[config.mk]
export PLATFORM = sky130hd
export DESIGN_NAME = sm_multiplier
export DESIGN_NICKNAME = d
export VERILOG_FILES = /design/src/rtl/sm_multiplier.sv
export SDC_FILE = /design/constraint.sdc
export NUM_CORES = 1
export LEC_CHECK = 0
export ABC_AREA = 1
export CAP_MARGIN = 20
export CORE_MARGIN = 2
export CORE_UTILIZATION = 35
export CTS_BUF_LIST = sky130_fd_sc_hd__clkbuf_16
export DETAILED_ROUTE_END_ITERATION = 8
export GPL_ROUTABILITY_DRIVEN = 0
export PLACE_DENSITY_LB_ADDON = 0.15
export SYNTH_ARGS = -nofsm -noshare
export SYNTH_HDL_FRONTEND = slang
export SYNTH_SLANG_ARGS = --single-unit
[constraint.sdc]
create_clock -name clk -period 4.5 [get_ports clk]
set_clock_uncertainty 0.2 [all_clocks]
set_input_delay 0.45 -clock clk [delete_from_list [all_inputs] [get_ports clk]]
set_output_delay 0.45 -clock clk [all_outputs]
set_load 0.02 [all_outputs]
[src/rtl/sm_multiplier.sv]
// sm_multiplier: sequential shift-and-add sign-magnitude multiplier with valid/ready handshakes
module sm_multiplier #(
    parameter int WIDTH = 9
) (
    input  logic                 clk,
    input  logic                 rst,
    input  logic                 in_valid,
    output logic                 in_ready,
    input  logic [WIDTH-1:0]     a,
    input  logic [WIDTH-1:0]     b,
    output logic                 out_valid,
    input  logic                 out_ready,
    output logic [2*WIDTH-1:0]   product
);
    localparam int MW = 2*WIDTH-2;
    localparam int CW = $clog2(WIDTH);

    typedef enum logic [1:0] {IDLE, CALC, DONE} state_t;

    state_t          state, state_next;
    logic [MW-1:0]   mc, acc, acc_sum;
    logic [WIDTH-2:0] mp;
    logic            sign;
    logic [CW-1:0]   cnt;
    logic            last;

    assign acc_sum   = acc + (mp[0] ? mc : '0);
    assign last      = cnt == CW'(WIDTH-2);
    assign in_ready  = state == IDLE;
    assign out_valid = state == DONE;

    // state register; reset wins over any handshake in the same cycle
    always_ff @(posedge clk) begin
        if (rst) state <= IDLE;
        else     state <= state_next;
    end

    // next state: accept in IDLE, run WIDTH-1 steps in CALC, hold result in DONE until taken
    always_comb begin
        state_next = state;
        case (state)
            IDLE:    state_next = in_valid ? CALC : IDLE;
            CALC:    state_next = last ? DONE : CALC;
            DONE:    state_next = out_ready ? IDLE : DONE;
            default: state_next = IDLE;
        endcase
    end

    // datapath: latch operands, one shift-and-add step per cycle, register the final product
    always_ff @(posedge clk) begin
        if (rst) begin
            mc      <= '0;
            mp      <= '0;
            sign    <= 1'b0;
            acc     <= '0;
            cnt     <= '0;
            product <= '0;
        end else if (state == IDLE && in_valid) begin
            mc   <= MW'(a[WIDTH-2:0]);
            mp   <= b[WIDTH-2:0];
            sign <= a[WIDTH-1] ^ b[WIDTH-1];
            acc  <= '0;
            cnt  <= '0;
        end else if (state == CALC) begin
            acc <= acc_sum;
            mc  <= mc << 1;
            mp  <= mp >> 1;
            cnt <= cnt + CW'(1);
            if (last) product <= {sign && (acc_sum != '0), 1'b0, acc_sum};
        end
    end
endmodule

-- After elaboration in Yosys (flattened, before gate mapping)
Index checks and enable logic that the tools add are counted.
- register bits after elaboration: 64
- word-level logic and storage cells: 31
- input port bits: 22
- output and inout port bits: 20
- bitwise operators: 2
- multiplexer cells: 9
- eq/ne operators: 3
- reductions and logical operators: 7
- $add $sub $neg: 2
- operators with widths (kind ; number):
    8-bit 2-to-1 mux ; 4
    16-bit adder ; 1
    16-bit 2-to-1 mux ; 1
    16-bit nonzero test ; 1
    2-bit one-hot mux with 3 select lines ; 1
    4-bit by 1-bit adder with 4-bit output, second input constant ; 1
    4-bit by 3-bit equality test with 1-bit output, second input constant ; 1
    2-bit 2-to-1 mux ; 2
    3-bit AND reduction ; 1
    2-bit by 1-bit equality test with 1-bit output, second input constant ; 1
    2-bit equality test, second input constant ; 1
    1-bit logical AND ; 2
    2-bit zero test ; 1
    2-bit nonzero test ; 1
    2-bit OR reduction ; 1
    1-bit 2-to-1 mux ; 1
    1-bit inverter ; 1
    1-bit bitwise XOR ; 1

-- Logic depth before layout (Yosys ltp)
Gate-level depths: netlist of the first run.
- word-level depth: 4
- depth in mapped cells: 21
- gate-level depth less buffers: 19

-- Least setup slack after synthesis of the first run
No wires, ideal clock.
- path type: flip-flop to flip-flop
- start: reg mp[0]
- end: reg product[17]
- data required time: 4170 ps
- clock period less this slack: 2617 ps
- buffers on the path: 2
- setup slack: 1883 ps
- arrival time: 2286 ps
- cell stages (with the launch flop): 22
- setup time: 130 ps
- cells stage by stage: dfxtp_1 > buf_2 > clkbuf_1 > nand2_1 > inv_1 > ha_1 > inv_1 > fa_1 > inv_1 > nand2_1 > nand2_1 > nand3_2 > nand2_1 > nand2_1 > nand2_1 > nand2_1 > nand2_1 > nand2_1 > nor2_1 > nand3_1 > nand2_1 > a21oi_2
- longest elaborated chain between the ends: 4
- ends and longest elaborated chain (what ; RTL line ; text):
    from (decl) ; 22 ; logic [WIDTH-2:0] mp;
    from (signal assigned) ; 60 ; mp <= b[WIDTH-2:0];
    from (signal assigned) ; 67 ; mp <= mp >> 1;
    16-bit 2-to-1 mux ; 27 ; assign acc_sum = acc + (mp[0] ? mc : '0);
    16-bit adder ; 27 ;
    16-bit nonzero test ; 69 ; if (last) product <= {sign && (acc_sum != '0), 1'b0, acc_sum};
    1-bit logical AND ; 69 ;
    to (signal assigned) ; 69 ;
    to (decl) ; 13 ; output logic [2*WIDTH-1:0] product
No other way between the ends.
A chain may end at the register's enable or synchronous reset.

-- Final worst setup path of the first run
Ends and elaborated chain as after synthesis.

==> results of run 1 <==
-- sequential cells by signal, summed over array words and instances, names as in the netlist --
name / count
product: 17
acc: 16
mc: 16
mp: 8
cnt: 4
state: 2
sign: 1
-- cells by family (layout without fill, tap and decap cells) --
family	Yosys count	in the layout	synth area share
and+or+nand+nor	272	272	0.320
buffers and inverters	116	155	0.128
AOI/OAI and AO/OA	76	76	0.132
DFF	64	64	0.349
adders and majority gates	17	17	0.0600
xor gates and xnor gates	4	4	0.00955
other	1	1	0.00102
-- through the flow --
step,hold slack [ns],power (µW),util
4_1_cts,0.263,1480,0.436
6_report,0.260,1450,0.436
3_5_place_dp,0.256,767,0.406
3_3_place_gp,0.251,766,0.406
2_1_floorplan,0.239,719,-
5_1_grt,0.290,1520,0.436
-- how the worst max path moves through the flow --
stage / endpoint / slack (ns) / startpoint
2_1_floorplan: product[17] / 1.88 / mp[0]
3_3_place_gp: product[17] / 1.80 / mp[0]
3_5_place_dp: product[17] / 1.66 / mp[0]
4_1_cts: product[17] / 1.64 / mp[0]
6_report: product[17] / 1.62 / mp[0]
5_1_grt: product[17] / 1.31 / mp[0]
-- worst max-delay path: stages (launching register included) --
cell	delay, ns
dfxtp_1	0.65
nand2_1	0.11
inv_1	0.07
ha_1	0.20
inv_1	0.07
fa_1	0.40
inv_1	0.09
nand3_1	0.08
nand2_1	0.14
nand2_1	0.07
nand2_1	0.11
nand3_1	0.08
nor2_1	0.10
nand3_1	0.07
nor2_1	0.11
nand3_1	0.08
nand2_1	0.08
a21oi_2	0.05
-- layout make-up --
type	count	area (µm²)	area share
repair buffers	43	423	0.0949
clock inverters	7	77.6	0.0174
flip-flops and latches	64	1280	0.287
well taps	136	170	0.0382
multi-input cells	370	1920	0.431
inverters	96	360	0.0809
clock buffers	9	225	0.0505
-- cell usage after synthesis (all sizes together) --
library cell,count,area (µm²)
a31oi,15,93.8
and3,1,6.26
nand2,198,763
a21oi,26,145
nor2,37,186
dfxtp,64,1280
fa,1,20.0
o21ai,9,45.0
ha,16,200
nor3,3,15.0
nand3b,2,15.0
conb,1,3.75
o21bai,1,7.51
clkbuf,10,37.5
o211ai,23,173
nand3,26,155
o41ai,1,8.76
xor2,2,17.5
or2,2,15.0
buf,10,70.1
inv,96,360
a211oi,1,12.5
nand4,3,18.8
xnor2,2,17.5
-- power groups by stage --
stage / registers [µW] / clock network [µW] / logic, µW
2_1_floorplan: 608 / 0 / 111
3_3_place_gp: 614 / 0 / 153
3_5_place_dp: 614 / 0 / 153
4_1_cts: 602 / 721 / 154
5_1_grt: 605 / 743 / 173
6_report: 602 / 700 / 152
-- metal layers --
layer,GRT usage,vias up
met4,0.0789,0
li1,-,1799
met3,0.0392,14
met2,0.278,95
met5,0,-
met1,0.233,1537
-- cell usage in the layout (no fill, tap or decap), drive strengths merged --
| master | count |
|---|---|
| a211oi | 1 |
| a21oi | 26 |
| a31oi | 15 |
| and3 | 1 |
| buf | 3 |
| bufinv | 1 |
| clkbuf | 9 |
| clkdlybuf4s50 | 40 |
| clkinv | 3 |
| conb | 1 |
| dfxtp | 64 |
| fa | 1 |
| ha | 16 |
| inv | 99 |
| nand2 | 198 |
| nand3 | 26 |
| nand3b | 2 |
| nand4 | 3 |
| nor2 | 37 |
| nor3 | 3 |
| o211ai | 23 |
| o21ai | 9 |
| o21bai | 1 |
| o41ai | 1 |
| or2 | 2 |
| xnor2 | 2 |
| xor2 | 2 |
==> results.ini, run 1 <==
[status]
status=finished, final reports clean

[hold_path]
worstHoldStart=mp[7]
hp-class=register to register
min_to=mp[7]
whs_path_depth=2

[clock_network]
cts_buffers=9
clk_pin_slew_ns=0.06
clk_latency_ns=0.33
cts_tree=yes
post_cts_resized=0
cts.sinks=64
clock_path_buffers=2
hold_buffers=0
postCtsSetupRepairBufs=0
root_buffer=clkbuf_16
htreeDepth=3

[floorplan]
rows=37
io_pins=42
chipWidth_um=106
initial_core_util=0.359
core_area_mm2=0.0102
die_area_mm2=0.0113
fp.dieH_um=106

[finish]
antennaDiodeCount=0
fin_nets=623
fill_cells=1082
layout-drive-gt1-share=0.0730
final_cell_count_no_fill=725
area_growth_syn_to_layout_pct=21.5
fin_area_mm2=0.00446

[synth]
yosysWarnings=0
synth_area_per_cell_um2=6.67
syn_nets=589
synthCells=550
ys_seq_area_frac=0.349
synth_seq_cells=64
netlist_area_mm2=0.00367
synth.distinct_cells=36

[route]
firstDrtPassIters=7
wl_met2_um=4130
routed-via-count=3445
viasPerCell=4.75
routed_wl_um=9360
dr_wl_met3_um=562
detail_route.iter0.violations=187
top_layer=met4
drc=0
met1_length_um=4510
drtAntennaViolNets=0
wire_per_inst_um=12.9

[timing]
tightest_slew_ns=0.863
finalCritPeriodShare=0.640
setup_violations=0
hold_viol_final=0
tns_ns=0
rsz0062_at_grt=no
fmax_mhz=347
drv_slew=0
relSlewSlack=0.424
setup_slack_ns=1.62
finalWorstPathRequiredPeriod_ns=2.88

[global_routing]
overflow=0
antenna_found_initial=0
grt_pass1_wl_um=15800
grt.total_usage=0.178
grt_max_degree=55
grt_pass1_vias=3350

[power]
switchingPower_uw=377
clock_power_share=0.482
internal_power_uw=1080
max-vdd-ir-drop_mv=0.186
sw_frac_of_total=0.259
seq_power_share=0.414
cellPowerDensity_mw_per_mm2=326
p_comb_frac=0.104
power.leakage_uw=0.00219

[worst_setup_path]
crit_type=register to register
timing.rr.end=product[17]
ff2ff_setup_slack_ns=1.62
rr_startpoint=mp[0]
cp_max_fo=17
startpoint_type=register
rr_worst_depth=17
cp-end-kind=register
worstPathArrival_ns=2.90
cp.required_ns=4.51

[placed_design]
dp_cells=709
dpl.hpwl_um=6910
postPlaceCellArea_mm2=0.00415
port-buffer-count=40
place_ws_ns=1.66

[job]
drv_cap=0

Note: power is estimated with default switching activity, not from simulation.
==> run 2, diff against run 1 <==
==> constraint.sdc (replaced) <==
create_clock -name clk -period 2.4 [get_ports clk]
set_clock_uncertainty 0.2 [all_clocks]
set_input_delay 0.24 -clock clk [delete_from_list [all_inputs] [get_ports clk]]
set_output_delay 0.24 -clock clk [all_outputs]
set_load 0.02 [all_outputs]
==> results.ini, run 2 (synthesis gave the netlist of run 1 again) <==
[power]
switchingPower_uw=713  ; +89%
seq_power_share=0.409  ; -0.005
power.leakage_uw=0.00234  ; +7.1%
clock_power_share=0.462  ; -0.020
p_comb_frac=0.130  ; +0.026
cellPowerDensity_mw_per_mm2=553  ; +69%
max-vdd-ir-drop_mv=0.322  ; +73%
sw_frac_of_total=0.258  ; -0.00128
internal_power_uw=2050  ; +91%

[timing]
fmax_mhz=412  ; +19%
relSlewSlack=0.608  ; +0.184
setup_violations=1  ; +1
rsz0062_at_grt=yes
finalCritPeriodShare=1.01  ; +0.370
finalWorstPathRequiredPeriod_ns=2.43  ; -0.456 ns
setup_slack_ns=-0.0258  ; -1.64 ns
tightest_slew_ns=0.588  ; -0.276 ns
hold_viol_final=0  ; unchanged
drv_slew=0  ; unchanged
worst_hold_slack_ns=0.265  ; +0.00507 ns

[clock_network]
cts.sinks=64  ; unchanged
cts_tree=yes
hold_buffers=0  ; unchanged
htreeDepth=3  ; unchanged
cts_buffers=9  ; unchanged
clock_path_buffers=2  ; unchanged
clk_latency_ns=0.33  ; about the same
clk_pin_slew_ns=0.06  ; about the same
root_buffer=clkbuf_16

[worst_setup_path]
cp-end-kind=register
rr_worst_depth=19  ; +2
cp.required_ns=2.40  ; -2.11 ns
crit_type=register to register
worstPathArrival_ns=2.43  ; -0.47 ns
cp_max_fo=3  ; -14
startpoint_type=register

[floorplan]
fp.dieH_um=106  ; unchanged
io_pins=42  ; unchanged
initial_core_util=0.359  ; unchanged
chipWidth_um=106  ; unchanged
die_area_mm2=0.0113  ; unchanged
core_area_mm2=0.0102  ; unchanged
rows=37  ; unchanged

[job]
drv_cap=0  ; unchanged

[route]
viasPerCell=4.68  ; -1.4%
wire_per_inst_um=12.9  ; -0.43%
routed-via-count=3531  ; +2.5%
met1_length_um=4850  ; +7.6%
drtAntennaViolNets=0  ; unchanged
top_layer=met4
wl_met2_um=4360  ; +5.7%
firstDrtPassIters=4  ; -3
dr_wl_met3_um=333  ; -41%
routed_wl_um=9700  ; +3.6%
drc=0  ; unchanged
detail_route.iter0.violations=162  ; -13%

[placed_design]
postPlaceCellArea_mm2=0.00435  ; +4.7%
dp_cells=733  ; +3.4%
port-buffer-count=40  ; unchanged
dpl.hpwl_um=6880  ; -0.43%
place_ws_ns=-0.148  ; -1.81 ns

[finish]
mostFrequentLayoutCells=nand2_1, inv_1, dfxtp_1, clkdlybuf4s50_1, buf_4
layout_commonest_cell=nand2_1
area_growth_syn_to_layout_pct=36.3
final_cell_count_no_fill=754  ; +4.0%
fill_cells=972  ; -10%
largest_register_ffs=17  ; unchanged
multiInputGateArea_mm2=0.00224  ; +17%
fin_area_mm2=0.00500  ; +12%
seq_area_mm2=0.00128  ; about the same
fin_nets=652  ; +4.7%
largest_register=product
layout-drive-gt1-share=0.212  ; +0.139
reg.largest.list=product: 17 flops, acc: 16 flops, mc: 16 flops
antennaDiodeCount=0  ; unchanged

[global_routing]
grt.total_usage=0.181  ; +0.00341
grt_pass1_vias=3464  ; +3.4%
grt_max_degree=33  ; -40%
antenna_found_initial=0  ; unchanged
grt_pass1_wl_um=16400  ; +3.7%
overflow=0  ; unchanged

[status]
status=complete, but fails checks
violations=negative setup slack

[hold_path]
whs_path_depth=2  ; unchanged
hp-class=register to register

[run 2: cell count changes in the layout (fill, tap and decap cells not counted), sizes merged]
cell and delta:
buf +29, clkinv +1, inv -1
[run 2: repair_timing]
item / CTS / global route
resized for setup: 16 / 54
setup buffers: 3 / 2
pin swaps: 5 / 22
setup endpoints to repair: 2 / 18
[run 2: final timing paths]
path                             from          end  slack, ns
worst max-delay path            mp[0]  product[17]      -0.03
worst min-delay path            mp[7]        mp[7]       0.27
worst min register to register  mp[7]        mp[7]       0.27
worst max register to register  mp[0]  product[17]      -0.03
[run 2: worst max-delay path, cell delays in order (launching register included)]
cell     delay (ns)
dfxtp_2        0.34
nand2_1        0.05
inv_1          0.05
ha_2           0.17
inv_2          0.04
fa_2           0.39
inv_2          0.08
nand2_2        0.05
nand2_2        0.07
nand3_4        0.09
nand2_4        0.11
nand2_2        0.06
nand2_1        0.07
nand2_1        0.05
nand2_2        0.08
nand2_2        0.06
nor2_1         0.09
nand3_1        0.10
nand2_1        0.09
a21oi_2        0.05
[run 2: final cells by class]
cell class	instances	share of cell area
clock buffer	9	0.0450
clock inverter	7	0.0130
multi-input combinational	370	0.448
inverter	96	0.0721
timing repair buffer	72	0.131
sequential	64	0.256
tap	136	0.0340
[run 2: power groups by stage]
stage	Sequential [µW]	Clock, µW	Combinational (µW)
CTS	1130	1310	339
floorplan	1140	0	211
global route	1130	1360	398
global placement	1150	0	323
detailed placement	1150	0	324
finish	1130	1280	358
[run 2: through the flow]
step | setup TNS, ns | utilization | power (µW)
3_3_place_gp | -0.166 | 0.425 | 1470
4_1_cts | 0 | 0.467 | 2780
3_5_place_dp | -0.148 | 0.425 | 1470
5_1_grt | -0.554 | 0.489 | 2890
2_1_floorplan | 0 | - | 1350
6_report | -0.0258 | 0.489 | 2770
[run 2: per-layer routing]
metal  vias up  global-route usage
met1      1592               0.252
met2        62               0.283
met3        12              0.0294
li1       1865                   -
met4         0              0.0630
met5         -                   0
==> patch (flow settings as in run 2) <==
Encoding of `state_t`: now one-hot (3 bits for 3 states).
--- a/src/rtl/sm_multiplier.sv
+++ b/src/rtl/sm_multiplier.sv
@@ -16,5 +16,5 @@
     localparam int CW = $clog2(WIDTH);
 
-    typedef enum logic [1:0] {IDLE, CALC, DONE} state_t;
+    typedef enum logic [2:0] {IDLE = 3'b001, CALC = 3'b010, DONE = 3'b100} state_t;
 
     state_t          state, state_next;
Function: same outputs for any inputs over 4 cycles, from zero or initial values and one cycle with rst high; so few cycles prove little.
==> patch against run 2 <==
  * Non-clock buffer count is 8 lower
  * Routed wire length is 0.44% higher
  * Cell count is 0.80% lower
  * First-iteration DRC count is 7.4% lower
  * Clock power is 5% higher
  * Power is 0.85% lower
  * Synthesized area is 0.89% lower
  * Sequential cell count is 1 higher
  * Design area is 4.5% lower
  * Worst setup slack better by 0.12 ns
==> patch: results (changes against run 2) <==
* Status: complete, no violations (was finished with violations)
* Worst reg-to-reg setup slack at 0.1 ns (was -0.03 ns)
* Number of fill cells at 1066 (was 972)
* Standby leakage power at 0.002228 µW (was 0.002341 µW)
* Cells after DPL at 729 (was 733)
* Worst-case hold path end point: sign$_SDFFE_PP0P_ (was mp[7]$_SDFFE_PP0P_)
* Maximum fanout along the worst path at 12 (was 3)
* Initial antenna violation count at 0 (unchanged)
* Largest vdd supply drop at 0.3367 mV (was 0.3219 mV)
* Tightest hold margin at 0.2504 ns (was 0.2652 ns)
* Number of global-route vias before repair at 3445 (was 3464)
* Initial DRT Pass Iterations at 4 (unchanged)
* Total number of nets in the final design at 646 (was 652)
* Pin count of the biggest net entering global routing at 29 (was 33)
* Sequential area share after synthesis at 35.79% (was 34.92%)
* Detailed-route vias per instance at 4.713 (was 4.683)
* Met1 capacity usage during global routing at 24.52% (was 25.19%)
* Post-DP HPWL at 7017 µm (was 6879 µm)
* Commonest cells in the netlist: 194 x sky130_fd_sc_hd__nand2_1, 91 x sky130_fd_sc_hd__inv_1, 65 x sky130_fd_sc_hd__dfxtp_1, 33 x sky130_fd_sc_hd__a21oi_1 (was 190 x sky130_fd_sc_hd__nand2_1, 94 x sky130_fd_sc_hd__inv_1, 64 x sky130_fd_sc_hd__dfxtp_1, 31 x sky130_fd_sc_hd__nor2_1, 24 x sky130_fd_sc_hd__a21oi_1)
* Met3 wirelength from detailed routing at 321 µm (was 333 µm)
* Routed metal-1 wire length at 4844 µm (was 4850 µm)
* Fraction of layout instances using a drive strength above 1 at 16.34% (was 21.20%)
* Crit path largest cell delay at 0.38 ns
* Average cell area after synthesis at 6.587 µm² (was 6.670 µm²)
* Placed Instance Area at 4283 µm² (was 4349 µm²)
* Startpoint of the tightest hold check path: sign$_SDFFE_PP0P_ (was mp[7]$_SDFFE_PP0P_)
* Met3 Use GR at 2.759% (was 2.943%)
* Final standard cell count with taps included and fillers excluded at 748 (was 754)
* Met2 wire length at 4464 µm (was 4359 µm)
* Met2 track utilization from global routing at 29.54% (was 28.34%)
* Cell-internal power at 2036 µW (was 2053 µW)
* Synth Net Count at 591 (was 589)
* Proportion of synthesized flip-flops having asynchronous set or reset at 0% (unchanged)
* Dominant cells by area after synthesis: sky130_fd_sc_hd__dfxtp_1 36%, sky130_fd_sc_hd__nand2_1 20%, sky130_fd_sc_hd__inv_1 9.4% (was sky130_fd_sc_hd__dfxtp_1 35%, sky130_fd_sc_hd__nand2_1 19%, sky130_fd_sc_hd__inv_1 9.6%)
* CP max stage cell: sky130_fd_sc_hd__ha_2 (was sky130_fd_sc_hd__fa_2)
* Initial DRC Count at 150 (was 162)
* Actual slew at the worst max-slew pin at 0.5408 ns (was 0.5878 ns)
* Critical path arrival at 2.32 ns (was 2.43 ns)
* Total Routing Usage GR at 18.08% (was 18.11%)
* Global-route wire length before repair at 16100 µm (was 16440 µm)
* Place WS at -0.01206 ns (was -0.1484 ns)
patch: cell count changes in the layout (fill, tap and decap cells not counted), moves of 3 or more:
cell                             run 2  this run
sky130_fd_sc_hd__a21oi_1            20        29
sky130_fd_sc_hd__buf_4              30        22
sky130_fd_sc_hd__ha_2                3         6
sky130_fd_sc_hd__ha_4               10         6
sky130_fd_sc_hd__nand2_1           169       184
sky130_fd_sc_hd__nand2_2            25        18
sky130_fd_sc_hd__nand2_4             4         0
sky130_fd_sc_hd__nand3_1            15        19
sky130_fd_sc_hd__nand3_4             3         0
sky130_fd_sc_hd__nor2_1             26        19
sky130_fd_sc_hd__nor2_4              3         0
patch: timing repair:
action,CTS,global route
endpoints found under the setup margin,1,17
pin swaps,0,4
buffers inserted,0,3
resized for setup,5,37
patch: area by class of cell:
cell class	instances	area, µm²	share of cell area, %
Clock inverter	7	77.57	1.624
Sequential cell	65	1303	27.27
Timing Repair Buffer	64	596.8	12.50
Inverter	95	356.6	7.467
Clock buffer	9	225.2	4.716
Multi-Input combinational cell	372	2047	42.86
Tap cell	136	170.2	3.563
patch: how the worst max path moves through the flow:
stage / from / end / slack (ns) / cells after the start
2_1_floorplan: mp[0]$_SDFFE_PP0P_ / product[17]$_SDFFE_PP0P_ / 0.004 / 21
3_3_place_gp: mp[0]$_SDFFE_PP0P_ / product[17]$_SDFFE_PP0P_ / 0.003 / 15
3_5_place_dp: mp[0]$_SDFFE_PP0P_ / product[17]$_SDFFE_PP0P_ / -0.01 / 16
4_1_cts: mp[0]$_SDFFE_PP0P_ / product[17]$_SDFFE_PP0P_ / 0.005 / 16
5_1_grt: mp[0]$_SDFFE_PP0P_ / product[17]$_SDFFE_PP0P_ / -0.07 / 19
6_report: mp[0]$_SDFFE_PP0P_ / product[17]$_SDFFE_PP0P_ / 0.1 / 15
patch: power by group through the flow:
stage | logic (µW) | registers, µW | clock network (µW)
floorplan | 163 | 1150 | 0
global placement | 251 | 1160 | 0
detailed placement | 253 | 1160 | 0
CTS | 256 | 1130 | 1380
global route | 288 | 1140 | 1410
finish | 260 | 1140 | 1350
patch: kinds of logic after synthesis:
logic type                 count (synthesis)  synth area share [%]
AOI/OAI and AO/OA                         82                 13.73
xor gates and xnor gates                   4                0.9637
adders and majority gates                 17                 6.056
buffers and inverters                    115                 12.53
DFF                                       65                 35.79
other                                      1                0.1031
and+or+nand+nor                          268                 30.83
patch: worst reg2reg max path: cells and delay by family, from the launching register on:
family / cells / cell delay (ns)
AND/OR/NAND/NOR: 11 / 1.05
adder cells (fa/ha/maj): 1 / 0.38
flip-flops: 1 / 0.33
buffers and inverters: 2 / 0.19
AO/OA/AOI/OAI: 1 / 0.05
